--- config.mk ---
export PLATFORM = sky130hd
export DESIGN_NAME = seq_signed_divider
export DESIGN_NICKNAME = d
export VERILOG_FILES = /design/src/rtl/div_pkg.sv /design/src/rtl/div_step.sv /design/src/rtl/seq_signed_divider.sv
export SDC_FILE = /design/constraint.sdc
export NUM_CORES = 1
export LEC_CHECK = 0
export CAP_MARGIN = 10
export CORE_ASPECT_RATIO = 2
export CORE_MARGIN = 2
export CORE_UTILIZATION = 50
export CTS_CLUSTER_SIZE = 8
export DETAILED_ROUTE_END_ITERATION = 8
export PLACE_DENSITY = 0.78
export RECOVER_POWER = 100
export SKIP_CTS_REPAIR_TIMING = 1
export SYNTH_ARGS = -nofsm -noshare
export SYNTH_HDL_FRONTEND = slang
export SYNTH_SLANG_ARGS = --single-unit
--- constraint.sdc ---
create_clock -name clk -period 7.3 [get_ports clk]
set_input_delay 0.73 -clock clk [delete_from_list [all_inputs] [get_ports clk]]
set_output_delay 0.73 -clock clk [all_outputs]
set_load 0.03 [all_outputs]
--- src/rtl/div_pkg.sv ---
// Shared types and sizing helpers for the sequential signed divider.
package div_pkg;

  localparam int DEF_WIDTH = 32;

  function automatic int cnt_width(input int w);
    return $clog2(w + 1);
  endfunction

  localparam int CNT_W = cnt_width(DEF_WIDTH);

  typedef enum logic [1:0] {
    IDLE,
    CALC,
    FIX
  } state_t;

endpackage

--- src/rtl/div_step.sv ---
// One restoring-division iteration: shift in the next dividend bit, trial-subtract
// the divisor magnitude, keep or restore, and emit the quotient bit.
module div_step
  import div_pkg::*;
#(
  parameter int WIDTH = DEF_WIDTH
) (
  input  logic [WIDTH:0] rem_in,
  input  logic           bit_in,
  input  logic [WIDTH:0] dvs_mag,
  output logic [WIDTH:0] rem_out,
  output logic           q_bit
);

  logic [WIDTH:0]   shifted;
  logic [WIDTH+1:0] trial;

  // rem_in < dvs_mag <= 2^(WIDTH-1), so the shifted value never overflows WIDTH+1 bits
  always_comb begin
    shifted = {rem_in[WIDTH-1:0], bit_in};
    trial   = {1'b0, shifted} - {1'b0, dvs_mag};
    q_bit   = ~trial[WIDTH+1];
    rem_out = q_bit ? trial[WIDTH:0] : shifted;
  end

endmodule

--- src/rtl/seq_signed_divider.sv ---
// Multi-cycle signed divider (quotient -> LO, remainder -> HI), one quotient bit per clock
// on magnitudes with sign fix-up; done arrives WIDTH+1 cycles after start, 1 cycle on /0.
module seq_signed_divider
  import div_pkg::*;
#(
  parameter int WIDTH = DEF_WIDTH
) (
  input  logic             clk,
  input  logic             clr,
  input  logic             start,
  input  logic [WIDTH-1:0] dividend,
  input  logic [WIDTH-1:0] divisor,
  output logic             busy,
  output logic             done,
  output logic [WIDTH-1:0] quotient,
  output logic [WIDTH-1:0] remainder,
  output logic             div_by_zero
);

  localparam int CW = cnt_width(WIDTH);
  localparam logic [CW-1:0] LAST = CW'(WIDTH - 1);

  state_t           state_q, state_d;
  logic [CW-1:0]    cnt_q, cnt_d;
  logic [WIDTH:0]   rem_q, rem_d;
  logic [WIDTH-1:0] dvd_q, dvd_d;
  logic [WIDTH:0]   dvs_q, dvs_d;
  logic             q_neg_q, q_neg_d;
  logic             r_neg_q, r_neg_d;
  logic             busy_q, busy_d;
  logic             done_q, done_d;
  logic             dbz_q, dbz_d;
  logic [WIDTH-1:0] quot_q, quot_d;
  logic [WIDTH-1:0] rmd_q, rmd_d;

  logic [WIDTH:0]   dvd_ext, dvs_ext, dvd_abs, dvs_abs;
  logic [WIDTH:0]   step_rem;
  logic             step_q;
  logic [WIDTH-1:0] q_mag;
  logic [WIDTH-1:0] r_mag;

  div_step #(.WIDTH(WIDTH)) u_step (
    .rem_in  (rem_q),
    .bit_in  (dvd_q[WIDTH-1]),
    .dvs_mag (dvs_q),
    .rem_out (step_rem),
    .q_bit   (step_q)
  );

  always_comb begin
    // Magnitudes are taken in WIDTH+1 bits so |most-negative| is representable
    dvd_ext = {dividend[WIDTH-1], dividend};
    dvs_ext = {divisor[WIDTH-1], divisor};
    dvd_abs = dividend[WIDTH-1] ? (~dvd_ext + 1'b1) : dvd_ext;
    dvs_abs = divisor[WIDTH-1]  ? (~dvs_ext + 1'b1) : dvs_ext;
    q_mag   = {dvd_q[WIDTH-2:0], step_q};
    r_mag   = step_rem[WIDTH-1:0];

    state_d = state_q;
    cnt_d   = cnt_q;
    rem_d   = rem_q;
    dvd_d   = dvd_q;
    dvs_d   = dvs_q;
    q_neg_d = q_neg_q;
    r_neg_d = r_neg_q;
    busy_d  = busy_q;
    done_d  = 1'b0;
    dbz_d   = dbz_q;
    quot_d  = quot_q;
    rmd_d   = rmd_q;

    case (state_q)
      IDLE: begin
        if (start) begin
          q_neg_d = dividend[WIDTH-1] ^ divisor[WIDTH-1];
          r_neg_d = dividend[WIDTH-1];
          dvd_d   = dvd_abs[WIDTH-1:0];
          dvs_d   = dvs_abs;
          rem_d   = '0;
          cnt_d   = '0;
          if (divisor == '0) begin
            quot_d  = '1;
            rmd_d   = dividend;
            dbz_d   = 1'b1;
            done_d  = 1'b1;
            state_d = FIX;
          end else begin
            dbz_d   = 1'b0;
            busy_d  = 1'b1;
            state_d = CALC;
          end
        end
      end
      CALC: begin
        rem_d = step_rem;
        dvd_d = q_mag;
        cnt_d = cnt_q + 1'b1;
        // Sign fix-up folds into the last iteration so done lands in the FIX cycle
        if (cnt_q == LAST) begin
          quot_d  = q_neg_q ? (~q_mag + 1'b1) : q_mag;
          rmd_d   = r_neg_q ? (~r_mag + 1'b1) : r_mag;
          done_d  = 1'b1;
          busy_d  = 1'b0;
          state_d = FIX;
        end
      end
      FIX: begin
        state_d = IDLE;
      end
      default: begin
        state_d = IDLE;
        busy_d  = 1'b0;
      end
    endcase
  end

  always_ff @(posedge clk or negedge clr) begin
    if (!clr) begin
      state_q <= IDLE;
      cnt_q   <= '0;
      rem_q   <= '0;
      dvd_q   <= '0;
      dvs_q   <= '0;
      q_neg_q <= 1'b0;
      r_neg_q <= 1'b0;
      busy_q  <= 1'b0;
      done_q  <= 1'b0;
      dbz_q   <= 1'b0;
      quot_q  <= '0;
      rmd_q   <= '0;
    end else begin
      state_q <= state_d;
      cnt_q   <= cnt_d;
      rem_q   <= rem_d;
      dvd_q   <= dvd_d;
      dvs_q   <= dvs_d;
      q_neg_q <= q_neg_d;
      r_neg_q <= r_neg_d;
      busy_q  <= busy_d;
      done_q  <= done_d;
      dbz_q   <= dbz_d;
      quot_q  <= quot_d;
      rmd_q   <= rmd_d;
    end
  end

  assign busy        = busy_q;
  assign done        = done_q;
  assign quotient    = quot_q;
  assign remainder   = rmd_q;
  assign div_by_zero = dbz_q;

endmodule

==> flow_summary.ini <==
[sta]
setup_viol = 0
max_freq_mhz = 161
final.setup.tns_ns = 0
worst_pin_slew_ns = 3.32
hold_viol = 0
slew_violations = 199
skew_ns = 0.0112
period_share = 0.850
period_needed_ns = 6.20
slew_headroom = -1.21
rsz0062_at_grt = false
whs_ns = 0.448

[setup_path]
required_ns = 7.61
crit_type = reg -> reg
path_max_fanout = 58
worst_ep_arrival_time_ns = 6.51
startpoint_type = flop
end_kind = flop

[clocking]
cts-root-buf = clkbuf_16
cts.sinks = 174
h-tree-depth = 4
clock_latency_ns = 0.45
cts_tree = built
clk_pin_slew_worst_paths_ns = 0.07
clockBufferDepth = 2
numCtsBuffers = 17

[grt]
grt_pass1_wl_um = 58600
globalRouteTotalUtil = 0.286
grt_max_degree = 121
grt_overflow = 0
antenna_found_initial = 0
grt_pass1_vias = 11900

[route]
vias = 11700
drc_errors = 0
finalWirelength_um = 36300
wl_met3_um = 1590
avgRoutedWirePerCell_um = 19.4
topRoutingLayerUsed = met4
drtIter0Drc = 984
drt_first_pass_iters = 7
postRouteAntennaNets = 0
wl_met2_um = 19700
via_per_inst = 6.29
met1_length_um = 12600

[die]
die_w_um = 115
core_um2 = 23900
row_count = 80
start_util = 0.510
ioPinCount = 134
die-area_um2 = 25800
die_h_um = 225

[placed_design]
place_area_um2 = 13700
hpwl_um = 27200
dp_cells = 1835
portBuffers = 133
place_congestion = 0.910

[final_layout]
area_growth_pct = 16.4
final_cell_mix = dfrtp_1 (174), nand2_1 (171), o21ai_0 (151)
fill_cells = 2144
drive_above_1_share = 0.0418
diodes = 0
layout_commonest_cell = dfrtp_1
final_cell_count_no_fill = 1867
final_cell_area_um2 = 14200
final_nets = 1673

[outcome]
violations = max-capacitance violations, max-slew violations
status = finished with violations

[synthesis]
ys_seq_area_frac = 0.357
yosysWarnings = 0
netlist_area_um2 = 12200
synth_cell_types = 84
ys.flop_type = dfrtp_1
syn_avg_cell_area_um2 = 8.22
synthArstFlopShare = 1.00
netlist_instances = 1485
ys_ff_latch = 174
syn_nets = 1591
synth_edf_count = 0

[worst_hold_path]
hp-class = in -> async

[pwr]
peakVddDrop_mv = 0.281
p_leak_nw = 5.79
power_per_cell_area_nw_per_um2 = 558

[job]
max_cap_viol_count = 4
routing by layer:
layer	up-vias	track usage
li1	5536	-
met1	5590	0.289
met2	456	0.524
met3	154	0.0425
met4	0	0.200
met5	-	0
path summary, 6_finish.rpt:
kind,from,end,slack (ns),depth (start not counted)
hold reg to reg,dvs_q[7]$_DFFE_PN0P_,dvs_q[7]$_DFFE_PN0P_,0.48,2
setup / recovery,rem_q[7]$_DFFE_PN0P_,quotient[31]$_DFFE_PN0P_,1.10,14
hold / removal,clr,dvs_q[1]$_DFFE_PN0P_,0.45,1
min in group clk,dvs_q[7]$_DFFE_PN0P_,dvs_q[7]$_DFFE_PN0P_,0.48,2
setup reg to reg,rem_q[7]$_DFFE_PN0P_,quotient[31]$_DFFE_PN0P_,1.10,14
max in group asynchronous,clr,quotient[22]$_DFFE_PN0P_,3.04,2
where the power goes:
part,switching [mW],total [mW],internal [mW]
sequential,0.438,1.81,1.37
clock,0.413,0.995,0.582
combinational,3.17,5.13,1.96
layout make-up:
type | instances | area (um2) | share of cell area
tap | 287 | 359 | 0.0253
multi-input combinational | 1170 | 7250 | 0.510
clock inverter | 14 | 189 | 0.0133
clock buffer | 18 | 439 | 0.0309
sequential | 174 | 4350 | 0.306
inverter | 54 | 203 | 0.0143
timing repair buffer | 150 | 1430 | 0.100
flip-flops by register name, summed over array words and instances, names as in the netlist:
name and count:
remainder 32, done 1, dvd_q 32, state_q 2, div_by_zero 1, busy 1, q_neg_q 1, r_neg_q 1
cnt_q 6, rem_q 32, quotient 32, dvs_q 33
metrics by stage:
stage / util / setup slack (ns) / power [mW]
after floorplan: - / 2.39 / 5.57
after global placement: 0.572 / 2.00 / 6.75
after detailed placement: 0.572 / 1.90 / 6.88
after CTS: 0.598 / 1.99 / 7.92
after global routing: 0.594 / 0.819 / 8.54
final: 0.594 / 1.10 / 7.93
critical path: stages (launching register included):
cell	delay [ns]
dfrtp_1	0.45
ha_1	0.45
a21oi_2	0.27
o21a_1	0.21
o211a_1	0.19
a31oi_1	0.17
or2_4	0.52
inv_1	0.16
clkbuf_1	1.45
nand4_1	0.50
or4_1	0.68
o41a_1	0.50
a21oi_1	0.22
xor2_1	0.16
a21oi_1	0.08
cell usage after synthesis, drive strengths merged (28+ instances only):
| cell | n | area [um2] |
|---|---|---|
| dfrtp | 174 | 4350 |
| nand2 | 174 | 656 |
| o21ai | 155 | 776 |
| a21oi | 143 | 727 |
| nor2 | 120 | 453 |
| xor2 | 85 | 744 |
| clkbuf | 60 | 226 |
| xnor2 | 56 | 490 |
| o22ai | 55 | 344 |
| inv | 54 | 203 |
| ha | 38 | 475 |
| o31ai | 30 | 225 |
| nor3 | 28 | 145 |
cell families after synthesis:
kind of cell             after synthesis  synth area share
flip-flops                           174             0.357
buffers and inverters                141            0.0475
adder cells (fa/ha/maj)               39            0.0406
AO/OA/AOI/OAI                        506             0.253
multiplexers                          24            0.0198
AND/OR/NAND/NOR                      460             0.182
XOR/XNOR                             141             0.101
(Power assumes the default switching activity.)
